<file path="src/rtl/mlp_seq_engine.sv">
// Sequential two-layer MLP: one shared signed MAC walks layer 1 (ReLU into a
// hidden register file) then layer 2 (linear outputs), driven by a 4-state FSM.
// Weights live in a small register file that is writable only while idle.
module mlp_seq_engine #(
  parameter int N_IN  = 4,
  parameter int N_HID = 4,
  parameter int N_OUT = 2,
  parameter int DW    = 5,
  localparam int HW = 2*DW + $clog2(N_IN),
  localparam int OW = HW + DW + $clog2(N_HID),
  localparam int NW = N_IN*N_HID + N_HID*N_OUT,
  localparam int AW = $clog2(NW)
) (
  input  logic                  clk,
  input  logic                  rst_n,
  input  logic                  w_wr_en,
  input  logic [AW-1:0]         w_wr_addr,
  input  logic [DW-1:0]         w_wr_data,
  output logic                  w_err,
  input  logic                  in_valid,
  output logic                  in_ready,
  input  logic [N_IN*DW-1:0]    in_data,
  output logic                  out_valid,
  input  logic                  out_ready,
  output logic [N_OUT*OW-1:0]   out_data,
  output logic                  busy
);

  localparam int IW  = $clog2(N_IN);
  localparam int HIW = $clog2(N_HID);
  localparam int OIW = (N_OUT > 1) ? $clog2(N_OUT) : 1;

  typedef enum logic [1:0] {IDLE, L1, L2, DONE} state_e;

  state_e               state_q, state_d;
  logic signed [DW-1:0] w_q   [NW];
  logic signed [DW-1:0] w_d   [NW];
  logic signed [DW-1:0] x_q   [N_IN];
  logic signed [DW-1:0] x_d   [N_IN];
  logic signed [HW-1:0] hid_q [N_HID];
  logic signed [HW-1:0] hid_d [N_HID];
  logic signed [OW-1:0] acc_q, acc_d;
  logic [N_OUT*OW-1:0]  out_q, out_d;
  logic [IW-1:0]        i_q, i_d;
  logic [HIW-1:0]       h_q, h_d;
  logic [OIW-1:0]       o_q, o_d;
  logic                 w_err_q, w_err_d;

  logic [AW-1:0]           a1, a2;
  logic signed [2*DW-1:0]  p1;
  logic signed [HW+DW-1:0] p2;
  logic signed [OW-1:0]    mac1, mac2;

  // MAC operand fetch for both layers; the FSM picks which sum to keep
  always_comb begin
    a1   = AW'(int'(i_q)*N_HID + int'(h_q));
    a2   = AW'(N_IN*N_HID + int'(h_q)*N_OUT + int'(o_q));
    p1   = x_q[i_q] * w_q[a1];
    p2   = hid_q[h_q] * w_q[a2];
    mac1 = acc_q + OW'(p1);
    mac2 = acc_q + OW'(p2);
  end

  // Next-state: weight port, FSM sequencing, accumulator and result capture
  always_comb begin
    state_d = state_q;
    w_d     = w_q;
    x_d     = x_q;
    hid_d   = hid_q;
    acc_d   = acc_q;
    out_d   = out_q;
    i_d     = i_q;
    h_d     = h_q;
    o_d     = o_q;
    w_err_d = w_err_q;

    // Writes are only safe while nothing reads the weights; anything else is
    // dropped and remembered until reset.
    if (w_wr_en) begin
      if (state_q == IDLE && int'(w_wr_addr) < NW) w_d[w_wr_addr] = w_wr_data;
      else                                         w_err_d = 1'b1;
    end

    case (state_q)
      IDLE: begin
        if (in_valid) begin
          for (int k = 0; k < N_IN; k++) x_d[k] = in_data[k*DW +: DW];
          acc_d   = '0;
          i_d     = '0;
          h_d     = '0;
          o_d     = '0;
          state_d = L1;
        end
      end
      L1: begin
        acc_d = mac1;
        if (i_q == IW'(N_IN-1)) begin
          hid_d[h_q] = mac1[OW-1] ? {HW{1'b0}} : mac1[HW-1:0];
          acc_d      = '0;
          i_d        = '0;
          if (h_q == HIW'(N_HID-1)) begin
            h_d     = '0;
            state_d = L2;
          end else begin
            h_d = h_q + 1'b1;
          end
        end else begin
          i_d = i_q + 1'b1;
        end
      end
      L2: begin
        acc_d = mac2;
        if (h_q == HIW'(N_HID-1)) begin
          out_d[int'(o_q)*OW +: OW] = mac2;
          acc_d = '0;
          h_d   = '0;
          if (o_q == OIW'(N_OUT-1)) begin
            o_d     = '0;
            state_d = DONE;
          end else begin
            o_d = o_q + 1'b1;
          end
        end else begin
          h_d = h_q + 1'b1;
        end
      end
      DONE: begin
        // Returning to IDLE first keeps an accept out of the handoff cycle
        if (out_ready) state_d = IDLE;
      end
      default: state_d = IDLE;
    endcase
  end

  // State registers; reset clears everything, including the weight file
  always_ff @(posedge clk or negedge rst_n) begin
    if (!rst_n) begin
      state_q <= IDLE;
      for (int k = 0; k < NW; k++)    w_q[k]   <= '0;
      for (int k = 0; k < N_IN; k++)  x_q[k]   <= '0;
      for (int k = 0; k < N_HID; k++) hid_q[k] <= '0;
      acc_q   <= '0;
      out_q   <= '0;
      i_q     <= '0;
      h_q     <= '0;
      o_q     <= '0;
      w_err_q <= 1'b0;
    end else begin
      state_q <= state_d;
      w_q     <= w_d;
      x_q     <= x_d;
      hid_q   <= hid_d;
      acc_q   <= acc_d;
      out_q   <= out_d;
      i_q     <= i_d;
      h_q     <= h_d;
      o_q     <= o_d;
      w_err_q <= w_err_d;
    end
  end

  assign in_ready  = (state_q == IDLE);
  assign out_valid = (state_q == DONE);
  assign busy      = (state_q == L1) || (state_q == L2);
  assign out_data  = out_q;
  assign w_err     = w_err_q;

endmodule

</file>
<file path="config.mk">
export PLATFORM = sky130hd
export DESIGN_NAME = mlp_seq_engine
export DESIGN_NICKNAME = d
export VERILOG_FILES = /design/src/rtl/mlp_seq_engine.sv
export SDC_FILE = /design/constraint.sdc
export NUM_CORES = 1
export LEC_CHECK = 0
export CORE_ASPECT_RATIO = 2
export CORE_UTILIZATION = 40
export DETAILED_ROUTE_END_ITERATION = 16
export GPL_TIMING_DRIVEN = 0
export PLACE_DENSITY_LB_ADDON = 0.1
export SYNTH_ARGS = -nofsm -noshare
export SYNTH_HDL_FRONTEND = slang
export SYNTH_SLANG_ARGS = --single-unit
</file>
<file path="constraint.sdc">
create_clock -name clk -period 6.3 [get_ports clk]
set_clock_uncertainty 0.1 [all_clocks]
set_input_delay 1.26 -clock clk [delete_from_list [all_inputs] [get_ports clk]]
set_output_delay 1.26 -clock clk [all_outputs]
set_load 0.005 [all_outputs]
</file>
==> reports/metrics.cfg, run 1 <==
[yosys]
synth_flop_cell = dfrtp_1
synth.cells.most_frequent = dfrtp_1 (253), mux2_2 (151), inv_1 (130)
synth_cells = 1391
ys_warn_count = 0
syn_nets = 1624
synth_edf_count = 0
avgSynthCellArea_um2 = 11.7
synth.yosys.seq_area_share = 0.389
synth_cell_types = 57
netlist_area_um2 = 16300
yosysMostFrequentCell = dfrtp_1
ys_ff_latch = 253
async_reset_ff_frac = 1.00
synth_top_area_share = 0.389
synth_top_area_cell = dfrtp_1
synth_area_leaders = dfrtp_1 (39%), fa_1 (14%), mux2_2 (10%)

[critical_path]
worst-r2r-setup-slack_ps = -20
cp.required_ps = 6670
r2r_end = hid_q[0]$_DFFE_PN0P_
crit_arrival_ps = 6680
r2r_start = h_q[0]$_DFFE_PN0P_
path_cells = buf_12 -> buf_12 -> mux4_2 -> mux4_2 -> and2_4 -> fa_1 -> inv_2 -> fa_1 -> fa_1 -> inv_2 -> fa_2 -> ha_4 -> a211oi_4 -> o21ai_2 -> a211o_2 -> a311oi_4 -> xnor2_4 -> buf_6 -> buf_6 -> nand2_8 -> o21ai_2
critPathLaunch = h_q[0]$_DFFE_PN0P_
path_class = flip-flop to flip-flop
start_kind = flip-flop
crit_slowest_cell = fa_2
critPathMaxFanout = 8
r2r.worst_path.cells = 21
crit_path_end_kind = flip-flop
critical_path.max_stage_delay_ps = 590
path_delay_family = adder cells
cp_common_cell = fa_1
path_buf_inv = 6

[power]
power_frac_seq = 0.225
power_switching_mw = 4.64
power_density_nw_per_um2 = 524
p_leak_nw = 8.99
p_total_mw = 10.2
p_clk_frac = 0.156
ir_drop_mv = 0.442
switching_share = 0.456
p_int_mw = 5.55
pwr-share-comb = 0.619

[drt]
routedWlPerCell_um = 22.1
viasPerCell = 5.27
drtIter0Drc = 276
routed_wl_mm = 45.4
drc_errors = 0
drtAntennaViolNets = 0
dr.pass1.iters = 4
vias = 10900

[timing]
hold_viol = 0
period_needed_ps = 6320
rsz0062_at_grt = yes
setup_viol = 6
worstMarginPinSlew_ps = 853
fmax_mhz = 158
fin_crit_sh = 1.00
setup_ws_ps = -16.9
max_slew_margin = 0.431
whs_ps = 371
drv_slew = 0

[clock_tree]
cts_inserted_buffers = 25
clk_pin_slew_ps = 70
clockBufferDepth = 3
clk_latency_ps = 570
h-tree-depth = 1
cts_root_buf = clkbuf_16
postCtsHoldBufs = 0
clock_sinks = 253
tritoncts = built

[outcome]
failed_checks = setup timing
status = complete, but fails checks

[floorplan]
die_h_um = 287
coreArea_um2 = 40200
initial_utilization = 0.405
ios = 77
rows = 104
die_area_um2 = 41600
die_w_um = 145

[place]
dpl_worst_slack_ps = -1160
gp_congestion = 0.870
portBuffers = 76
dp_hpwl_mm = 36.5
placedCellCount = 1999

[global_routing]
grt_pass1_wl_mm = 70.7
use_met1 = 0.220
grt_max_degree = 112
busiest_layer = met2
grt_pass1_vias = 12000
gr-usage-all-layers = 0.234
overflow = 0
antenna_found_initial = 1
grtUsageMet2 = 0.472
met3_usage = 0.0208

[cells_and_area]
syn_to_final_growth_pct = 19.5
instances_no_fill = 2059
drive_gt1_frac = 0.249
nNetsFinal = 1745

[run]
maxCapViolations = 0

[hold_path]
holdCritStartpoint = w_err$_DFFE_PN0P_
min_to = w_err$_DFFE_PN0P_
min_path_cells = 1
hold_path.class = flip-flop to flip-flop

[metrics by stage]
stage	instance area (µm²)	utilization	TNS [ps]
floorplan	16300	-	0
global placement	17700	0.441	-1875310
detailed placement	17800	0.442	-68020
CTS	19200	0.477	-3720
global route	19500	0.484	-6260
finish	19500	0.484	-56.9
[timing repair]
item / in CTS / in global routing
gates resized for setup: 110 / 60
setup buffers: 13 / 3
gates cloned: 2 / 0
pin swaps: 34 / 19
endpoints found under the setup margin: 90 / 78
hold endpoints to repair: 0 / 0
[placed cells by master, fill, tap and decap left out, types with 6 or more instances in the layout]
cell / n
xor2_1: 14
nand2_8: 11
xnor2_1: 19
clkinv_2: 7
ha_1: 79
o221ai_1: 8
and2_1: 12
o21ai_0: 55
a22oi_1: 6
o21ai_2: 43
mux4_2: 51
inv_1: 126
buf_4: 16
a21o_1: 9
clkdlybuf4s50_1: 75
fa_1: 110
nand2b_1: 14
nand3_1: 18
nand4_1: 6
clkbuf_16: 25
mux2_2: 151
dfrtp_1: 252
clkbuf_1: 38
nor2b_1: 45
a21oi_1: 26
nor2_1: 57
buf_12: 6
nand2_1: 119
[worst reg2reg max path, stage by stage, from the launching register on]
cell and delay [ps]:
dfrtp_1 390, buf_12 160, buf_12 140, mux4_2 540
mux4_2 560, and2_4 190, fa_1 490, inv_2 40
fa_1 510, fa_1 510, inv_2 40, fa_2 590
ha_4 220, a211oi_4 240, o21ai_2 100, a211o_2 340
a311oi_4 360, xnor2_4 240, buf_6 190, buf_6 110
nand2_8 60, o21ai_2 120
[layout make-up]
class	count	area (µm²)
Antenna cell	1	2.50
Sequential cell	253	6330
Buffer	55	319
Tap cell	530	663
Clock inverter	14	191
Timing Repair Buffer	96	1020
Clock buffer	29	661
Fill cell	3643	20700
Inverter	131	498
Multi-Input combinational cell	950	9780
[registers in the layout (all words and copies together), names as in the netlist]
signal,flops
x_q,20
w_err,1
hid_q,48
h_q,2
acc_q,19
o_q,1
state_q,2
w_q,120
i_q,2
out_data,38
[cells by family (layout without fill, tap and decap cells)]
family | count (synthesis) | in the layout | synth area share
adders and majority gates | 198 | 198 | 0.203
buffers and inverters | 188 | 325 | 0.0452
xor gates and xnor gates | 37 | 37 | 0.0199
and+or+nand+nor | 310 | 310 | 0.0905
AOI/OAI and AO/OA | 194 | 194 | 0.0715
muxes | 211 | 211 | 0.181
DFF | 253 | 253 | 0.389
other | 0 | 1 | 0
[metal layers]
layer	wire, µm	vias to the layer above
met2	27000	217
li1	-	4995
met1	14100	5538
met3	1160	109
met4	3120	0
met5	0	-
[worst max-delay path by stage]
stage                                 end  slack (ps)  cells past startpoint
finish               hid_q[0]$_DFFE_PN0P_         -20                     21
global route        hid_q[29]$_DFFE_PN0P_        -170                     21
floorplan           acc_q[13]$_DFFE_PN0P_          40                     19
detailed placement  acc_q[13]$_DFFE_PN0P_       -1160                     19
global placement     w_q[100]$_DFFE_PN0P_       -7210                      1
CTS                 hid_q[41]$_DFFE_PN0P_        -120                     20
[power by group through the flow]
| stage | Sequential [mW] | Clock, mW | Combinational [mW] |
|---|---|---|---|
| 6_report | 2.29 | 1.59 | 6.31 |
| 5_1_grt | 2.34 | 1.68 | 6.87 |
| 4_1_cts | 2.29 | 1.63 | 5.94 |
| 3_5_place_dp | 2.32 | 0 | 5.09 |
| 3_3_place_gp | 2.31 | 0 | 5.04 |
| 2_1_floorplan | 2.22 | 0 | 3.41 |
(Power assumes the default switching activity.)
==> run 2: changes to the inputs <==
Settings changed: CAP_MARGIN set to 25, PLACE_DENSITY set to 0.68, PLACE_DENSITY_LB_ADDON 0.1 to unset.
==> reports/metrics.cfg, run 2 (synthesized netlist as in run 1, its figures left out) <==
[outcome]
status = finished clean

[floorplan]
die_area_um2 = 41600  ; unchanged
initial_utilization = 0.405  ; unchanged
die_h_um = 287  ; unchanged
rows = 104  ; unchanged
coreArea_um2 = 40200  ; unchanged
ios = 77  ; unchanged
die_w_um = 145  ; unchanged

[timing]
max_slew_margin = 0.385  ; -0.0461
setup_viol = 0  ; -6
rsz0062_at_grt = yes
drv_slew = 0  ; unchanged
worstMarginPinSlew_ps = 922  ; +69.2 ps
period_needed_ps = 6270  ; -45.7 ps
hold_viol = 0  ; unchanged
finalSetupTns_ps = 0  ; +56.9 ps
fmax_mhz = 159  ; +0.73%
fin_crit_sh = 0.995  ; -0.00726

[critical_path]
path_class = flip-flop to flip-flop
cp.required_ps = 6650  ; -20 ps
crit_arrival_ps = 6620  ; -60 ps
start_kind = flip-flop
critPathMaxFanout = 7  ; -1
crit_path_end_kind = flip-flop

[drt]
dr.pass1.iters = 4  ; unchanged
drtIter0Drc = 456  ; +65%
drc_errors = 0  ; unchanged
vias = 11100  ; +2.4%
drtAntennaViolNets = 0  ; unchanged
viasPerCell = 5.39  ; +2.3%
routedWlPerCell_um = 21.0  ; -5.0%
routed_wl_mm = 43.2  ; -4.8%

[clock_tree]
cts_inserted_buffers = 24  ; -4.0%
cts_root_buf = clkbuf_16
postCtsHoldBufs = 0  ; unchanged
tritoncts = built
clock_sinks = 253  ; unchanged
h-tree-depth = 1  ; unchanged
clk_pin_slew_ps = 70  ; about the same
clk_latency_ps = 560  ; about the same
clockBufferDepth = 3  ; unchanged

[cells_and_area]
final_cell_area_um2 = 19400  ; about the same
largest_reg_flops = 120  ; unchanged
final_cell_mix = dfrtp_1 (252), mux2_2 (151), inv_1 (127), nand2_1 (119), fa_1 (109)
layout_commonest_cell = dfrtp_1
nNetsFinal = 1746  ; +0.057%
drive_gt1_frac = 0.253  ; +0.00408
regMostFlops = w_q
syn_to_final_growth_pct = 19.5  ; about the same
instances_no_fill = 2062  ; +0.15%

[power]
ir_drop_mv = 0.354  ; -20%
p_leak_nw = 9.02  ; +0.26%
p_total_mw = 10.0  ; -1.9%
power_density_nw_per_um2 = 514  ; -1.8%

[place]
dp_hpwl_mm = 34.4  ; -5.7%
gp_congestion = 0.899  ; +3.3%
portBuffers = 76  ; unchanged
placedCellCount = 1999  ; unchanged
place_area_um2 = 17800  ; unchanged

[global_routing]
grt_pass1_vias = 12600  ; +4.7%
gr-usage-all-layers = 0.219  ; -0.0152
grt_pass1_wl_mm = 67.8  ; -4.1%
overflow = 0  ; unchanged
grt_max_degree = 125  ; +12%
antenna_found_initial = 1  ; unchanged

[hold_path]
hold_path.class = flip-flop to flip-flop

[run]
maxCapViolations = 0  ; unchanged

[run 2: changes by cell type in the layout (fill, tap and decap cells not counted), moves of 3 or more]
cell	before	now
buf_6	5	8
clkbuf_8	2	5
ha_1	79	83
ha_2	4	1
nand2_4	1	4
nand2_8	11	8
o21ai_0	55	52
o21ai_1	5	11
o21ai_2	43	39
xnor2_1	19	15
xnor2_2	1	5
[run 2: report_power, final]
part | leakage [nW] | internal [mW] | switching [mW] | total [mW]
clock network | 0.414 | 0.886 | 0.653 | 1.54
logic | 5.18 | 2.54 | 3.63 | 6.17
registers | 3.42 | 2.03 | 0.262 | 2.29
total | 9.02 | 5.45 | 4.54 | 10.0
[run 2: worst max-delay path, stage by stage (launching register included)]
cell and delay (ps):
dfrtp_1 390, buf_8 170, buf_12 140, mux4_2 550, mux4_2 540, and2_4 180
clkinvlp_4 70, fa_1 430, fa_1 520, fa_1 550, inv_2 40, fa_2 570
ha_4 220, a211oi_4 230, o21ai_2 90, a211o_2 340, a311oi_4 370, xnor2_4 220
buf_6 220, nand2_4 100, o21ai_1 150
[run 2: final timing paths]
check	start	endpoint	slack [ps]	depth (start not counted)
hold / removal	w_err$_DFFE_PN0P_	w_err$_DFFE_PN0P_	380	1
min in group asynchronous	rst_n	out_data[18]$_DFFE_PN0P_	410	1
hold reg to reg	w_err$_DFFE_PN0P_	w_err$_DFFE_PN0P_	380	1
max in group asynchronous	rst_n	w_q[11]$_DFFE_PN0P_	4800	2
setup / recovery	h_q[0]$_DFFE_PN0P_	hid_q[47]$_DFFE_PN0P_	30	20
setup reg to reg	h_q[0]$_DFFE_PN0P_	hid_q[47]$_DFFE_PN0P_	30	20
[run 2: per-stage QoR]
step                setup WS (ps)  utilization  hold WS [ps]
floorplan                    43.1            -           345
global placement            -6430        0.441           357
detailed placement           -851        0.442           356
CTS                         -84.7        0.475           377
global route                 -132        0.484           402
finish                       28.8        0.484           375
[run 2: final cells by class]
type	instances	area [µm²]
Antenna cell	1	2.50
Buffer	55	322
Clock buffer	30	673
Clock inverter	14	165
Fill cell	3554	20800
Inverter	131	498
Multi-Input combinational cell	950	9780
Sequential cell	253	6330
Tap cell	530	663
Timing Repair Buffer	98	1010
[run 2: per-layer routing]
layer  wire (µm)  part of all wire  global-route usage
met5           0                 0                   0
met4        4210             0.097               0.179
met3        1290             0.030              0.0247
met2       24400              0.56               0.422
met1       13300              0.31               0.198
[run 2: repair_timing]
item,CTS,global route
endpoints found under the setup margin,89,81
hold endpoints to repair,0,0
resized for setup,97,79
pin swaps,26,22
gates cloned,2,0
buffers inserted,16,3
==> run 3: changes to the inputs <==
Settings changed: CORE_ASPECT_RATIO 2 to unset.
==> reports/metrics.cfg, run 3 (synthesized netlist as in run 1, its figures left out) <==
[global_routing]
met3_usage = 0.0353  ; +0.0107
grt_max_degree = 115  ; -8.0%
gr-usage-all-layers = 0.195  ; -0.0237
grt_pass1_vias = 11800  ; -5.7%
busiest_layer = met2
use_met1 = 0.250  ; +0.0518
antenna_found_initial = 0  ; -1
overflow = 0  ; unchanged
grt_pass1_wl_mm = 63.8  ; -5.9%
grtUsageMet2 = 0.336  ; -0.0862

[cells_and_area]
drive_gt1_frac = 0.250  ; -0.00343
syn_to_final_growth_pct = 20.0
layout_commonest_cell = dfrtp_1
multi_input_comb_area_um2 = 9640  ; -1.4%
nFillCells = 3498  ; -1.6%
n_antenna_cell = 0  ; -1
regMostFlops = w_q
register_area_um2 = 6330  ; unchanged
final_cell_mix = dfrtp_1 (252), mux2_2 (151), inv_1 (127), nand2_1 (121), fa_1 (109)
nNetsFinal = 1752  ; +0.34%
largest_reg_flops = 120  ; unchanged

[power]
power_density_nw_per_um2 = 502  ; -2.3%
ir_drop_mv = 0.363  ; +2.5%
power_frac_seq = 0.232  ; +0.003
p_int_mw = 5.59  ; +2.5%
switching_share = 0.430  ; -0.0245
p_leak_nw = 9.07  ; +0.53%
p_total_mw = 9.81  ; -1.9%
pwr-share-comb = 0.583  ; -0.034
power_switching_mw = 4.22  ; -7.2%
p_clk_frac = 0.185  ; +0.031

[critical_path]
path_cells = buf_6 -> buf_12 -> mux4_2 -> mux4_2 -> and2_4 -> clkinvlp_4 -> fa_1 -> fa_1 -> fa_1 -> inv_2 -> fa_2 -> ha_4 -> a211oi_4 -> o21ai_2 -> a211o_2 -> a311oi_2 -> xnor2_2 -> buf_6 -> buf_12 -> nand2_4 -> o21ai_2
cp_common_cell = fa_1
r2r.worst_path.cells = 21  ; +5.0%
cp.required_ps = 6690  ; +40 ps
path_class = flip-flop to flip-flop
crit_arrival_ps = 6650  ; +30 ps
path_buf_inv = 6  ; +1
r2r_start = h_q[0]$_DFFE_PN0P_
critPathMaxFanout = 5  ; -2
start_kind = flip-flop
crit_path_end_kind = flip-flop
crit_slowest_cell = fa_2
path_delay_family = adder cells
r2r_end = hid_q[10]$_DFFE_PN0P_
worst-r2r-setup-slack_ps = 40  ; about the same
critical_path.max_stage_delay_ps = 590  ; +20 ps

[floorplan]
coreArea_um2 = 39900  ; -0.73%
initial_utilization = 0.408  ; +0.00298
ios = 77  ; unchanged
die_area_um2 = 41500  ; -0.12%
die_w_um = 204  ; +41%
die_h_um = 204  ; -29%
rows = 73  ; -30%

[place]
gp_congestion = 0.860  ; -4.3%
dp_hpwl_mm = 29.8  ; -14%
dpl_worst_slack_ps = -978  ; -127 ps
portBuffers = 76  ; unchanged

[clock_tree]
clk_pin_slew_ps = 60  ; about the same
cts_root_buf = clkbuf_16
clockBufferDepth = 3  ; unchanged
cts_inserted_buffers = 29  ; +21%
h-tree-depth = 1  ; unchanged
clk_latency_ps = 570  ; about the same
postCtsHoldBufs = 0  ; unchanged
tritoncts = built
clock_sinks = 253  ; unchanged

[timing]
worstMarginPinSlew_ps = 811  ; -111 ps
finalSetupTns_ps = 0  ; unchanged
setup_viol = 0  ; unchanged
fmax_mhz = 160  ; +0.19%
setup_ws_ps = 40.8  ; +12.0 ps
max_slew_margin = 0.459  ; +0.0740
fin_crit_sh = 0.994  ; -0.00190
drv_slew = 0  ; unchanged
rsz0062_at_grt = yes
period_needed_ps = 6260  ; -12.0 ps
hold_viol = 0  ; unchanged

[hold_path]
hold_path.class = flip-flop to flip-flop
min_to = w_err$_DFFE_PN0P_
min_path_cells = 1  ; unchanged
holdCritStartpoint = w_err$_DFFE_PN0P_

[drt]
routedWlPerCell_um = 19.1  ; -8.8%
vias = 11000  ; -0.72%
drtAntennaViolNets = 0  ; unchanged
viasPerCell = 5.35  ; -0.86%
drc_errors = 0  ; unchanged
routed_wl_mm = 39.5  ; -8.7%
drtIter0Drc = 613  ; +34%
dr.pass1.iters = 5  ; +1

[run]
maxCapViolations = 0  ; unchanged

[outcome]
status = finished clean

-- run 3: cell count changes in the layout (fill, tap and decap cells not counted), moves of 4 or more --
cell	before	now
ha_1	83	79
clkbuf_1	37	41
clkbuf_16	24	29
clkinv_2	7	2
nand2_8	8	3
o21ai_2	39	34
o21ai_0	52	57
-- run 3: cell type report --
| cell class | instances | area share |
|---|---|---|
| Inverter | 131 | 0.0255 |
| Multi-Input combinational cell | 950 | 0.494 |
| Tap cell | 525 | 0.0336 |
| Sequential cell | 253 | 0.324 |
| Clock buffer | 38 | 0.0409 |
| Timing Repair Buffer | 99 | 0.0541 |
| Buffer | 55 | 0.0162 |
| Clock inverter | 14 | 0.0118 |
-- run 3: power groups by stage --
stage | registers (mW) | clock network [mW] | logic, mW
6_report | 2.28 | 1.81 | 5.71
5_1_grt | 2.33 | 1.90 | 6.28
4_1_cts | 2.28 | 1.84 | 5.23
3_5_place_dp | 2.30 | 0 | 4.76
3_3_place_gp | 2.28 | 0 | 4.65
2_1_floorplan | 2.22 | 0 | 3.41
-- run 3: stage by stage --
stage                     std cells  utilization  cell area, µm²  hold slack, ps
after floorplan                1391            -           16300             345
after global placement         1992        0.444           17700             343
after detailed placement       1994        0.445           17800             344
after CTS                      2059        0.480           19200             366
after global routing           2065        0.489           19500             374
final                          2065        0.489           19500             356
-- run 3: what timing repair did --
| item | in CTS | in global routing |
|---|---|---|
| pin swaps | 15 | 36 |
| resized for setup | 63 | 85 |
| setup buffers | 13 | 6 |
| cloned | 2 | 0 |
| endpoints found under the setup margin | 91 | 81 |
| hold endpoints to repair | 0 | 0 |
-- run 3: worst max path at each step --
stage	start	cells past startpoint	end
final	h_q[0]$_DFFE_PN0P_	21	hid_q[10]$_DFFE_PN0P_
after global routing	h_q[0]$_DFFE_PN0P_	22	hid_q[11]$_DFFE_PN0P_
after CTS	h_q[0]$_DFFE_PN0P_	21	acc_q[18]$_DFFE_PN0P_
after detailed placement	h_q[1]$_DFFE_PN0P_	19	acc_q[13]$_DFFE_PN0P_
after global placement	rst_n	1	x_q[13]$_DFFE_PN0P_
after floorplan	h_q[0]$_DFFE_PN0P_	19	acc_q[13]$_DFFE_PN0P_
-- run 3: per-layer routing --
layer	up-vias	wire length, µm
met5	-	0
met4	0	1240
met3	82	1890
met2	277	19400
met1	5662	16900
li1	5021	-
